<file path="src/rtl/lsu_pkg.sv">
// Shared types and helpers for the load/store unit: access sizes, FSM states
// and the byte count of an access size.
package lsu_pkg;

    typedef enum logic [1:0] {
        SZ_B = 2'd0,
        SZ_H = 2'd1,
        SZ_W = 2'd2
    } size_e;

    typedef enum logic [2:0] {
        ST_IDLE,
        ST_RD0,
        ST_WR0,
        ST_RD1,
        ST_WR1,
        ST_RESP
    } state_e;

    // Illegal size 3 reports 4 bytes; it is trapped as an error before any access.
    function automatic logic [2:0] size_bytes(input logic [1:0] size);
        case (size)
            SZ_B:    size_bytes = 3'd1;
            SZ_H:    size_bytes = 3'd2;
            default: size_bytes = 3'd4;
        endcase
    endfunction

endpackage

</file>
<file path="src/rtl/lsu_align.sv">
// Byte-lane alignment for the load/store unit.
// Merges store bytes into the w0/w1 words and extracts and extends load data.
module lsu_align
    import lsu_pkg::*;
(
    input  logic [1:0]  off,
    input  logic [1:0]  size,
    input  logic        is_unsigned,
    input  logic [31:0] wdata,
    input  logic [31:0] buf0,
    input  logic [31:0] buf1,
    output logic [31:0] merged0,
    output logic [31:0] merged1,
    output logic [31:0] rdata
);

    logic [2:0]  nbytes;
    logic [7:0]  lane_mask;
    logic [63:0] wdata_lanes;
    logic [31:0] raw;

    assign nbytes = size_bytes(size);

    // Lanes 0-3 belong to w0 and lanes 4-7 to w1 of the 64-bit {w1,w0} window.
    assign lane_mask   = ((8'd1 << nbytes) - 8'd1) << off;
    assign wdata_lanes = {32'd0, wdata} << {off, 3'b000};
    assign raw         = 32'({buf1, buf0} >> {off, 3'b000});

    always_comb begin
        merged0 = buf0;
        merged1 = buf1;
        for (int i = 0; i < 4; i++) begin
            if (lane_mask[i])
                merged0[8*i +: 8] = wdata_lanes[8*i +: 8];
            if (lane_mask[i+4])
                merged1[8*i +: 8] = wdata_lanes[32+8*i +: 8];
        end
    end

    always_comb begin
        case (size)
            SZ_B:    rdata = {{24{~is_unsigned & raw[7]}}, raw[7:0]};
            SZ_H:    rdata = {{16{~is_unsigned & raw[15]}}, raw[15:0]};
            default: rdata = raw;
        endcase
    end

endmodule

</file>
<file path="src/rtl/load_store_unit.sv">
// Load/store unit: turns byte/half/word accesses at any byte address into
// word accesses, using read-modify-write for sub-word stores and splitting word-crossing accesses.
module load_store_unit
    import lsu_pkg::*;
#(
    parameter bit MISALIGNED_EN = 1'b1
) (
    input  logic        clk,
    input  logic        rst,
    input  logic        req_valid,
    output logic        req_ready,
    input  logic        req_we,
    input  logic [1:0]  req_size,
    input  logic        req_unsigned,
    input  logic [31:0] req_addr,
    input  logic [31:0] req_wdata,
    output logic        resp_valid,
    output logic [31:0] resp_rdata,
    output logic        resp_err,
    output logic [29:0] mem_addr,
    output logic [31:0] mem_wdata,
    output logic        mem_wen,
    output logic        mem_ren,
    input  logic [31:0] mem_rdata
);

    state_e      state;
    logic        we_q;
    logic        uns_q;
    logic [1:0]  size_q;
    logic [31:0] addr_q;
    logic [31:0] wdata_q;
    logic [31:0] buf0;
    logic [31:0] buf1;
    logic [29:0] last_addr;

    logic [1:0]  off;
    logic [3:0]  span;
    logic        split;
    logic [29:0] w0;
    logic [29:0] w1;

    logic [3:0]  req_span;
    logic        req_split;
    logic        req_err;
    logic        req_full_word;

    logic [31:0] buf0_nxt;
    logic [31:0] buf1_nxt;
    logic [31:0] merged0;
    logic [31:0] merged1;
    logic [31:0] load_data;

    assign off   = addr_q[1:0];
    assign span  = {2'b00, off} + {1'b0, size_bytes(size_q)};
    assign split = span > 4'd4;
    assign w0    = addr_q[31:2];
    assign w1    = w0 + 30'd1;

    assign req_span      = {2'b00, req_addr[1:0]} + {1'b0, size_bytes(req_size)};
    assign req_split     = req_span > 4'd4;
    assign req_err       = (req_size == 2'd3) || (req_split && !MISALIGNED_EN);
    assign req_full_word = req_we && (req_size == SZ_W) && (req_addr[1:0] == 2'b00);

    // Forward the word being read this cycle so the response can be registered on the same edge.
    assign buf0_nxt = (state == ST_RD0) ? mem_rdata : buf0;
    assign buf1_nxt = (state == ST_RD1) ? mem_rdata : buf1;

    lsu_align u_align (
        .off         (off),
        .size        (size_q),
        .is_unsigned (uns_q),
        .wdata       (wdata_q),
        .buf0        (buf0_nxt),
        .buf1        (buf1_nxt),
        .merged0     (merged0),
        .merged1     (merged1),
        .rdata       (load_data)
    );

    assign req_ready = (state == ST_IDLE) && !rst;
    assign mem_ren   = (state == ST_RD0) || (state == ST_RD1);
    assign mem_wen   = ((state == ST_WR0) || (state == ST_WR1)) && !rst;
    assign mem_wdata = (state == ST_WR1) ? merged1 : merged0;

    always_comb begin
        case (state)
            ST_RD0, ST_WR0: mem_addr = w0;
            ST_RD1, ST_WR1: mem_addr = w1;
            default:        mem_addr = last_addr;
        endcase
    end

    always_ff @(posedge clk) begin
        if (rst) begin
            state      <= ST_IDLE;
            resp_valid <= 1'b0;
            resp_rdata <= '0;
            resp_err   <= 1'b0;
            buf0       <= '0;
            buf1       <= '0;
            last_addr  <= '0;
            we_q       <= 1'b0;
            uns_q      <= 1'b0;
            size_q     <= '0;
            addr_q     <= '0;
            wdata_q    <= '0;
        end else begin
            resp_valid <= 1'b0;
            resp_err   <= 1'b0;
            resp_rdata <= '0;
            if (mem_ren || mem_wen)
                last_addr <= mem_addr;

            case (state)
                ST_IDLE: begin
                    if (req_valid) begin
                        we_q    <= req_we;
                        uns_q   <= req_unsigned;
                        size_q  <= req_size;
                        addr_q  <= req_addr;
                        wdata_q <= req_wdata;
                        if (req_err) begin
                            state      <= ST_RESP;
                            resp_valid <= 1'b1;
                            resp_err   <= 1'b1;
                        end else if (req_full_word) begin
                            state <= ST_WR0;
                        end else begin
                            state <= ST_RD0;
                        end
                    end
                end
                ST_RD0: begin
                    buf0 <= mem_rdata;
                    if (we_q) begin
                        state <= ST_WR0;
                    end else if (split) begin
                        state <= ST_RD1;
                    end else begin
                        state      <= ST_RESP;
                        resp_valid <= 1'b1;
                        resp_rdata <= load_data;
                    end
                end
                ST_WR0: begin
                    if (split) begin
                        state <= ST_RD1;
                    end else begin
                        state      <= ST_RESP;
                        resp_valid <= 1'b1;
                    end
                end
                ST_RD1: begin
                    buf1 <= mem_rdata;
                    if (we_q) begin
                        state <= ST_WR1;
                    end else begin
                        state      <= ST_RESP;
                        resp_valid <= 1'b1;
                        resp_rdata <= load_data;
                    end
                end
                ST_WR1: begin
                    state      <= ST_RESP;
                    resp_valid <= 1'b1;
                end
                default: state <= ST_IDLE;
            endcase
        end
    end

endmodule

</file>
<file path="config.mk">
export PLATFORM = sky130hd
export DESIGN_NAME = load_store_unit
export DESIGN_NICKNAME = d
export VERILOG_FILES = /design/src/rtl/lsu_pkg.sv /design/src/rtl/lsu_align.sv /design/src/rtl/load_store_unit.sv
export SDC_FILE = /design/constraint.sdc
export NUM_CORES = 1
export LEC_CHECK = 0
export CAP_MARGIN = 30
export CORE_ASPECT_RATIO = 0.9
export CORE_MARGIN = 2
export CORE_UTILIZATION = 45
export DETAILED_ROUTE_END_ITERATION = 8
export PLACE_DENSITY = 0.75
export SLEW_MARGIN = 30
export SYNTH_ARGS = -nofsm -noshare
export SYNTH_HDL_FRONTEND = slang
export SYNTH_SLANG_ARGS = --single-unit
</file>
<file path="constraint.sdc">
create_clock -name clk -period 2.8 [get_ports clk]
set_input_delay 0.56 -clock clk [delete_from_list [all_inputs] [get_ports clk]]
set_output_delay 0.56 -clock clk [all_outputs]
set_load 0.02 [all_outputs]
</file>
* Word level (Yosys, flattened, before mapping)
Cells that the tools add are included.
Storage, ports and cells: register bits after elaboration 199, input bits 103, output and inout port bits 99, logic and storage cells 78
Cells by class: bitwise operators 4, shift operators 4, magnitude comparators 1, mux-type cells 31, equality and inequality tests 8, add/sub/neg operators 3, reduce and logical (&&, ||, !) cells 15
Operators by type and width (count):
- 32-bit two-way mux | 6
- 32-bit one-hot mux with 2 select lines | 2
- 8-bit two-way mux | 8
- 32-bit by 5-bit << shifter with 64-bit output | 1
- 64-bit by 5-bit >> shifter with 32-bit output | 1
- 30-bit one-hot mux with 2 select lines | 1
- 30-bit by 1-bit adder with 30-bit output, second input constant | 1
- 3-bit one-hot mux with 5 select lines | 1
- 3-bit two-way mux | 4
- 1-bit by 3-bit << shifter with 8-bit output, first input constant | 1
- 8-bit by 2-bit << shifter with 8-bit output | 1
- 8-bit by 1-bit subtractor with 8-bit output, second input constant | 1
- 3-bit by 2-bit == test with 1-bit output, second input constant | 2
- 1-bit two-way mux | 6
- 3-bit one-hot mux with 2 select lines | 1
- 2-bit OR reduction | 3
- 1-bit one-hot mux with 5 select lines | 1
- 2-bit by 3-bit adder with 4-bit output | 1
- 2-bit == test, second input constant | 2
- 4-bit by 3-bit > comparator with 1-bit output, second input constant | 1
- 1-bit logical AND | 4
- 2-bit zero test | 2
- 3-bit by 1-bit == test with 1-bit output, second input constant | 1
- 3-bit == test, second input constant | 1
- 9 further kinds | 13

* Longest topological paths before layout
Gate-level depths: netlist of run 1.
depth after elaboration 8, mapped depth 12, depth with buffers taken out 9

* Hierarchy
Synthesis of run 1 repeated with hierarchy kept, for this count alone.
Unflattened totals: cell total of the unflattened synthesis 1429, area, all modules 11723.7 um^2
By module, submodules not included:
- load_store_unit | times used 1, sequential area each 3983.8 um^2, cells an instance 1093, area each 9029.9 um^2
- lsu_align | times used 1, sequential area each 0.0 um^2, cells an instance 336, area each 2693.8 um^2

* Least setup slack after synthesis of run 1
Ideal clock, no wire load.
path kind reg2out, start reg size_q[0], end out mem_wdata[8], data arrival time 2623 ps, cell stages (with the launch flop) 10, required time 2240 ps, buffers on the path 2, slack -383 ps, path through dfxtp_1 buf_2 nor2b_1 clkbuf_1 inv_1 ha_1 o211ai_1 o31ai_1 o22a_1 o21ai_0
Between the ends: word-level cells in the longest chain between the ends 7, elaborated cells between the ends (all ways) 9, those cells by class 1 x add/sub; 1 x eq/ne; 2 x shift; 4 x mux; 1 x reduce/logical
Ends and longest elaborated chain:
- from (decl) | RTL line load_store_unit.sv:30 | logic [1:0] size_q;
- from (signal assigned) | RTL line load_store_unit.sv:120 | size_q <= req_size;
- 2-bit by 1-bit == test with 1-bit output / 2-bit zero test (equally long branches) | RTL line lsu_pkg.sv:22 | case (size)
- 3-bit one-hot mux with 2 select lines (*) | RTL line lsu_pkg.sv:22
- 1-bit by 3-bit << shifter with 8-bit output (*) | RTL line lsu_align.sv:25 | assign lane_mask = ((8'd1 << nbytes) - 8'd1) << off;
- 8-bit by 1-bit subtractor with 8-bit output (*) | RTL line lsu_align.sv:25
- 8-bit by 2-bit << shifter with 8-bit output (*) | RTL line lsu_align.sv:25
- 8-bit two-way mux (on tied branches) | RTL line lsu_align.sv:33, lsu_align.sv:35
- 32-bit two-way mux (*) | RTL line load_store_unit.sv:84 | assign mem_wdata = (state == ST_WR1) ? merged1 : merged0;
- to (decl) | RTL line load_store_unit.sv:21 | output logic [31:0] mem_wdata,
Every way passes the cells marked *; elsewhere a longest branch is shown, timed or not.

* Worst setup path in the final report of run 1
start reg size_q[1], end out mem_wdata[29]
Same word-level chain as after synthesis.

==> results of run 1 <==
[registers in the layout (all words and copies together), names as in the netlist, 2 cells and up]
name        cells
buf1           32
last_addr      30
wdata_q        32
state           3
resp_rdata     32
size_q          2
addr_q         32
buf0           32
[placed cells by master (no fill, tap or decap), types with 7 or more instances in the layout]
master and instances:
clkbuf_16 18, mux2i_4 10, nand3_2 9, mux4_2 7
mux2i_2 7, dfxtp_2 18, buf_12 16, nand2_2 7
o22ai_1 13, inv_1 12, a21oi_1 93, buf_6 57
a22oi_1 23, a311oi_1 9, nor2b_1 9, o21ai_0 22
and3_1 7, a31oi_1 8, nor2_1 150, buf_2 15
nand2_1 236, mux2i_1 115, buf_4 227, a221o_1 7
nor3_1 13, dfxtp_1 175, nand4_1 13, o21a_1 20
mux2_2 16, o21ai_1 13, clkdlybuf4s50_1 137, o211ai_1 24
nand3_1 22
[what timing repair did]
action,in CTS,in global routing
endpoints found under the setup margin,86,88
cloned,3,2
hold buffers,0,0
pin swaps,32,46
setup buffers,25,22
resized for setup,400,142
endpoints found under the hold margin,0,0
[final cells by class]
cell class / instances / area [µm²]
fillers: 1754 / 6970
multi-input cells: 1028 / 7280
inverters: 14 / 52.6
flip-flops and latches: 199 / 4030
clock buffers: 21 / 470
repair buffers: 463 / 4250
well taps: 302 / 378
clock inverters: 10 / 108
[synth_stat cells, types with 4 or more instances]
| master | n |
|---|---|
| a211oi_1 | 10 |
| a21o_1 | 6 |
| a21oi_1 | 100 |
| a221o_1 | 7 |
| a22o_1 | 4 |
| a22oi_1 | 23 |
| a311oi_1 | 10 |
| a31oi_1 | 9 |
| and2_1 | 6 |
| and3_1 | 9 |
| buf_1 | 9 |
| buf_2 | 32 |
| buf_4 | 5 |
| clkbuf_1 | 61 |
| dfxtp_1 | 199 |
| ha_1 | 6 |
| inv_1 | 14 |
| mux2_2 | 18 |
| mux2i_1 | 132 |
| mux4_2 | 7 |
| nand2_1 | 244 |
| nand2b_1 | 6 |
| nand3_1 | 32 |
| nand4_1 | 13 |
| nor2_1 | 153 |
| nor2b_1 | 12 |
| nor3_1 | 15 |
| nor3b_1 | 6 |
| nor4_1 | 9 |
| nor4b_1 | 5 |
| o211ai_1 | 24 |
| o21a_1 | 20 |
| o21ai_0 | 35 |
| o221ai_1 | 7 |
| o22ai_1 | 16 |
| o311ai_0 | 5 |
| o31ai_1 | 12 |
| or2_2 | 4 |
| or3_1 | 7 |
[routing by layer]
layer	global-route usage	vias to the layer above
li1	-	5578
met2	0.498	775
met1	0.469	5806
met3	0.0971	132
met5	0	-
met4	0.0826	0
[cell families (layout without fill, tap and decap cells)]
group,Yosys count,after routing,synth area share
buffers and inverters,122,508,0.0476
adders and majority gates,7,7,0.00874
AOI/OAI and AO/OA,316,316,0.193
muxes,157,157,0.155
and+or+nand+nor,544,544,0.227
DFF,199,199,0.366
xor gates and xnor gates,4,4,0.00322
[stage by stage]
stage | total power [W] | instances | util
after floorplan | 0.00942 | 1349 | -
after detailed placement | 0.0142 | 1958 | 0.622
final | 0.0187 | 2037 | 0.704
after global routing | 0.0195 | 2037 | 0.704
after global placement | 0.0140 | 1956 | 0.621
after CTS | 0.0172 | 2016 | 0.674
[power by group]
part	leakage, nW	internal (W)	total [W]	switching (W)
combinational	4.81	0.00552	0.0122	0.00672
sequential	1.63	0.00350	0.00401	0.000507
clock	0.287	0.00132	0.00249	0.00117
total	6.73	0.0103	0.0187	0.00839
[critical path, stage by stage, from the launching register on]
cell and delay (ps):
dfxtp_4 360, or2_4 240, ha_4 160, nor2b_4 130
o31ai_4 290, buf_6 210, buf_8 140, o31ai_2 60
o22ai_1 190, buf_4 180
[final timing paths]
kind | depth (start not counted) | startpoint | to | slack, ps
worst max-delay path | 9 | size_q[1]$_SDFFE_PP0P_ | mem_wdata[29] | -180
worst min-delay path | 2 | last_addr[15]$_SDFFE_PP0P_ | last_addr[15]$_SDFFE_PP0P_ | 480
worst max register to register | 12 | size_q[1]$_SDFFE_PP0P_ | resp_rdata[8]$_SDFF_PP0_ | -70
worst min register to register | 2 | last_addr[15]$_SDFFE_PP0P_ | last_addr[15]$_SDFFE_PP0P_ | 480
==> flow_summary.ini, run 1 <==
[yosys]
synthCells = 1349
synth_top_area_share = 0.366
synth_edf_count = 0
synth_flop_cell = dfxtp_1
yosysTopAreaCell = dfxtp_1
ys_top_cells_by_area = dfxtp_1, mux2i_1, nand2_1
ys_seq_area_frac = 0.366
synth_seq_cells = 199
synthArstFlopShare = 0
yosysUniqueCellTypes = 78
syn_area_um2 = 10900
yosysWarnings = 0
syn_area_per_cell_um2 = 8.06
synth_nets = 1459

[timing]
setup-tns-final_ps = -3120
slew_headroom = 0.363
fin_crit_sh = 1.06
worst_slack_ps = -176
fmax_mhz = 336
tightest_slew_ps = 956
period_needed_ps = 2980
clock_skew_ps = 17.0
slew_violations = 0
finalHoldViolations = 0
worst_hold_slack_ps = 479
rsz0062_at_grt = yes
setup_viol_count_final = 46

[detailed_routing]
wl_met3_mm = 5.62
drt-vias-per-instance = 6.03
highest_layer = met4
wl_per_cell_um = 22.0
m1WireLength_mm = 18.7
vias = 12300
route.detailed.drc = 0
wl_met2_mm = 19.1
routed_wl_mm = 44.8
drtAntennaViolNets = 0
drtPass1Iterations = 7
drt_iter0_drc = 1677

[clock_tree]
cts_buffers = 17
htreeDepth = 4
clkSinkCount = 199
root_buffer = clkbuf_16
clockBufferDepth = 2
path_clk_slew_ps = 80
clock_latency_ps = 450
cts_tree = done

[placed_design]
dpl_cell_area_um2 = 14600
place.gp.congestion = 0.965
port_buffers = 201
place_ws_ps = -284
hpwlAfterDp_mm = 31.7

[power]
power.density_nw_per_um2 = 1130
power_leakage_nw = 6.73
ir_drop_uv = 676

[status]
status = finished, violations left
failed_checks = negative setup slack

[layout]
fin_area_um2 = 16600
drive_gt1_frac = 0.314
fin_nets = 1833
antenna_cells = 0
syn2layout_area_growth_pct = 52.3

[grt]
first_global_vias = 11200
grt_first_pass_wirelength_mm = 64.7
grt_max_degree = 97
grt-ovfl-total = 0
track_usage = 0.332
antenna_found_initial = 0

[critical_path]
worst_ep_arrival_time_ps = 2420
startpoint_type = flip-flop
crit_type = flip-flop to output port
cp.required_ps = 2240
endpoint_kind = output port
cp_max_fo = 5

[run]
drv_cap = 0

[die]
row_count = 53
core_um2 = 23500
chipHeight_um = 151
die_x_um = 168
ios = 202
start_util = 0.462
die-area_um2 = 25400

[hold_path]
worstHoldPathType = flip-flop to flip-flop
No activity file was read; power rests on OpenSTA's default activity.
==> run 2: changes to the inputs <==
CAP_MARGIN = 25   (was 30)
CELL_PAD_IN_SITES_DETAIL_PLACEMENT = 1   (was default)
CELL_PAD_IN_SITES_GLOBAL_PLACEMENT = 1   (was default)
CORE_UTILIZATION = 35   (was 45)
PLACE_DENSITY = 0.79   (was 0.75)
==> flow_summary.ini, run 2 (synthesized netlist as in run 1, its figures left out) <==
[layout]
syn2layout_area_growth_pct = 63.7
fin_nets = 1870
fin_area_um2 = 17800
final_common_cell = buf_4
fin_cells = 2183
drive_gt1_frac = 0.369
final_cell_mix = buf_4, nand2_1, dfxtp_1

[die]
ios = 202
start_util = 0.354
chipHeight_um = 171
die_x_um = 190
core_um2 = 30800
row_count = 61
die-area_um2 = 32500

[grt]
track_usage = 0.310
first_global_vias = 12600
grt_max_degree = 81
antenna_found_initial = 2
grt_first_pass_wirelength_mm = 76.1
grt-ovfl-total = 0

[timing]
finalHoldViolations = 0
worst_slack_ps = -304
tightest_slew_ps = 928
slew_violations = 0
period_needed_ps = 3100
worst_hold_slack_ps = 504
fmax_mhz = 322
setup-tns-final_ps = -11430
fin_crit_sh = 1.11
setup_viol_count_final = 70
clock_skew_ps = 17.7
slew_headroom = 0.381
rsz0062_at_grt = yes

[critical_path]
cp_max_fo = 11
startpoint_type = flip-flop
endpoint_kind = output port
cp-startpoint = state[2]$_SDFFE_PP0P_
worst_ep_arrival_time_ps = 2540
crit_type = flip-flop to output port
reg2reg_from = addr_q[1]$_SDFFE_PP0P_
cp.required_ps = 2240

[detailed_routing]
drtPass1Iterations = 5
wl_per_cell_um = 28.1
drt-vias-per-instance = 6.26
drtAntennaViolNets = 0
route.detailed.drc = 0
vias = 13700
drt_iter0_drc = 1697
routed_wl_mm = 61.4

[hold_path]
min_from = last_addr[27]$_SDFFE_PP0P_
worstHoldPathType = flip-flop to flip-flop

[power]
power.density_nw_per_um2 = 1180
power_w = 0.0209
ir_drop_uv = 625
power_leakage_nw = 7.04

[clock_tree]
hold_buffers = 0
clockBufferDepth = 2
path_clk_slew_ps = 90
clkSinkCount = 199
cts_buffers = 17
root_buffer = clkbuf_16
cts_tree = done
htreeDepth = 4
clock_latency_ps = 480

[placed_design]
hpwlAfterDp_mm = 36.5
place.gp.congestion = 0.969
port_buffers = 201
placed_cells = 2075
dpl_cell_area_um2 = 14800

[run]
drv_cap = 0

[status]
failed_checks = negative setup slack
status = finished, violations left
[run 2: changes by cell type in the layout (fill, tap and decap cells not counted), sizes merged]
cell	delta
buf	+40
clkbuf	-3
clkdlybuf4s15	-3
clkinv	+1
clkinvlp	+3
diode	+1
[run 2: stage by stage]
step | setup slack, ps | util
finish | -304 | 0.579
global placement | -427 | 0.481
floorplan | -2.23 | -
global route | -330 | 0.579
detailed placement | -459 | 0.481
CTS | -184 | 0.539
[run 2: layout make-up]
cell class	count	area (µm²)
Sequential cell	199	4030
Fill cell	3402	12900
Clock inverter	14	164
Antenna cell	1	2.50
Timing Repair Buffer	500	4830
Multi-Input combinational cell	1028	7780
Clock buffer	18	429
Inverter	14	56.3
Tap cell	409	512
[run 2: what timing repair did]
action	in CTS	in global routing
setup endpoints to repair	82	85
pin swaps	59	73
buffers inserted	30	42
cloned	3	5
gates resized for setup	548	189
endpoints found under the hold margin	0	0
[run 2: power breakdown]
part	switching, W	internal (W)	total [W]
Clock	0.00135	0.00127	0.00262
Combinational	0.00796	0.00625	0.0142
Sequential	0.000595	0.00351	0.00410
[run 2: path summary, 6_finish.rpt]
path | endpoint | slack (ps) | cells past startpoint
max | mem_wdata[25] | -300 | 8
min | last_addr[27]$_SDFFE_PP0P_ | 500 | 2
max reg2reg | resp_rdata[21]$_SDFF_PP0_ | -30 | 8
min reg2reg | last_addr[27]$_SDFFE_PP0P_ | 500 | 2
[run 2: metal layers]
layer | global-route usage | share of wire | wire length, µm
met1 | 0.409 | 0.39 | 24200
met2 | 0.493 | 0.45 | 27600
met3 | 0.0824 | 0.10 | 6210
met4 | 0.103 | 0.055 | 3360
met5 | 0 | 0 | 0
[run 2: critical path: stages, from the launching register on]
cell and delay (ps):
dfxtp_4 410, nor3b_4 310, buf_12 200, buf_12 170, mux2i_1 480, nand2_4 90, o31ai_4 70, o22ai_1 130
buf_4 190
==> run 3: changes to the inputs <==
CTS_CLUSTER_SIZE = 25   (was default)
SLEW_MARGIN = default   (was 30)
==> flow_summary.ini, run 3 (synthesized netlist as in run 1, its figures left out) <==
[timing]
setup-tns-final_ps = -10310
rsz0062_at_grt = yes
fin_crit_sh = 1.10
setup_viol_count_final = 68
fmax_mhz = 326
finalHoldViolations = 0
worst_hold_slack_ps = 504
slew_violations = 0
period_needed_ps = 3070
clock_skew_ps = 21.7
slew_headroom = 0.386
worst_slack_ps = -269
tightest_slew_ps = 921

[critical_path]
worst_ep_arrival_time_ps = 2510
startpoint_type = flip-flop
cp_max_fo = 6
endpoint_kind = output port
crit_type = flip-flop to output port
cp.required_ps = 2240

[power]
power_w = 0.0213
intPower_w = 0.0112
pwr-share-seq = 0.192
power_leakage_nw = 7.16
power.switching_w = 0.0101
power.density_nw_per_um2 = 1180
swShare = 0.475
ir_drop_uv = 642
p_clk_frac = 0.124
comb_power_share = 0.683

[layout]
syn2layout_area_growth_pct = 65.2
fin_nets = 1890
final_common_cell = buf_4
fin_area_um2 = 18000
fillers = 3415
final_util = 0.584
drive_gt1_frac = 0.383
final_cell_mix = buf_4, nand2_1, dfxtp_1

[detailed_routing]
route.detailed.drc = 0
vias = 13700
drt_iter0_drc = 1555
drtAntennaViolNets = 0
drt-vias-per-instance = 6.24
drtPass1Iterations = 5
wl_per_cell_um = 28.2
routed_wl_mm = 62.2

[grt]
grt-ovfl-total = 0
first_global_vias = 12900
grt_max_degree = 81
grt_first_pass_wirelength_mm = 78.4
antenna_found_initial = 3
track_usage = 0.318

[clock_tree]
clkSinkCount = 199
path_clk_slew_ps = 90
htreeDepth = 4
clockBufferDepth = 2
cts_buffers = 17
root_buffer = clkbuf_16
clock_latency_ps = 470
cts_tree = done

[run]
drv_cap = 0

[die]
row_count = 61
die_x_um = 190
chipHeight_um = 171
die-area_um2 = 32500
core_um2 = 30800
start_util = 0.354
ios = 202

[placed_design]
port_buffers = 201
hpwlAfterDp_mm = 36.5
dpl_cell_area_um2 = 14800
place.gp.congestion = 0.969

[status]
status = finished, violations left
failed_checks = negative setup slack

[hold_path]
worstHoldPathType = flip-flop to flip-flop
## run 3: power groups by stage
stage          registers, W  clock network, W  logic [W]
2_1_floorplan       0.00392                 0    0.00550
6_report            0.00410           0.00265     0.0145
5_1_grt             0.00414           0.00275     0.0150
3_3_place_gp        0.00395                 0     0.0102
3_5_place_dp        0.00399                 0     0.0104
4_1_cts             0.00398           0.00260     0.0118
## run 3: worst max-delay path: stages (launching register included)
cell      delay (ps)
dfxtp_4          400
buf_6            140
or3b_4           440
o211ai_1         170
buf_4            210
buf_6            100
nor2_2            40
or3_4            410
buf_6            140
## run 3: timing repair
action,in CTS,in global routing
endpoints found under the setup margin,86,86
hold buffers,0,0
buffers inserted,43,50
pin swaps,51,78
cloned,4,4
resized for setup,530,218
## run 3: final timing paths
path                                  from                         to  slack (ps)  cells after the start
setup / recovery     state[1]$_SDFFE_PP0P_               mem_addr[13]        -270                      8
hold / removal    wdata_q[15]$_SDFFE_PP0P_   wdata_q[15]$_SDFFE_PP0P_         500                      2
setup reg to reg    size_q[1]$_SDFFE_PP0P_  resp_rdata[14]$_SDFF_PP0_        -120                     12
hold reg to reg   wdata_q[15]$_SDFFE_PP0P_   wdata_q[15]$_SDFFE_PP0P_         500                      2
## run 3: through the flow
| stage | instances | worst slack [ps] |
|---|---|---|
| 3_3_place_gp | 2075 | -427 |
| 2_1_floorplan | 1349 | -2.23 |
| 3_5_place_dp | 2076 | -453 |
| 4_1_cts | 2153 | -197 |
| 5_1_grt | 2203 | -336 |
| 6_report | 2203 | -269 |
## run 3: cell type report
cell class / instances / area [µm²] / share of cell area
inverters: 14 / 52.6 / 0.00292
flip-flops and latches: 199 / 4030 / 0.224
clock inverters: 15 / 178 / 0.00989
diodes: 1 / 2.50 / 0.000139
repair buffers: 520 / 4950 / 0.276
clock buffers: 17 / 425 / 0.0237
multi-input cells: 1028 / 7820 / 0.435
well taps: 409 / 512 / 0.0285
## run 3: routing by layer
layer,up-vias,share of wire,GRT usage
met5,-,0.00037,0
met4,4,0.049,0.100
met3,253,0.11,0.0679
met2,1007,0.45,0.510
met1,6784,0.40,0.428
li1,5696,-,-
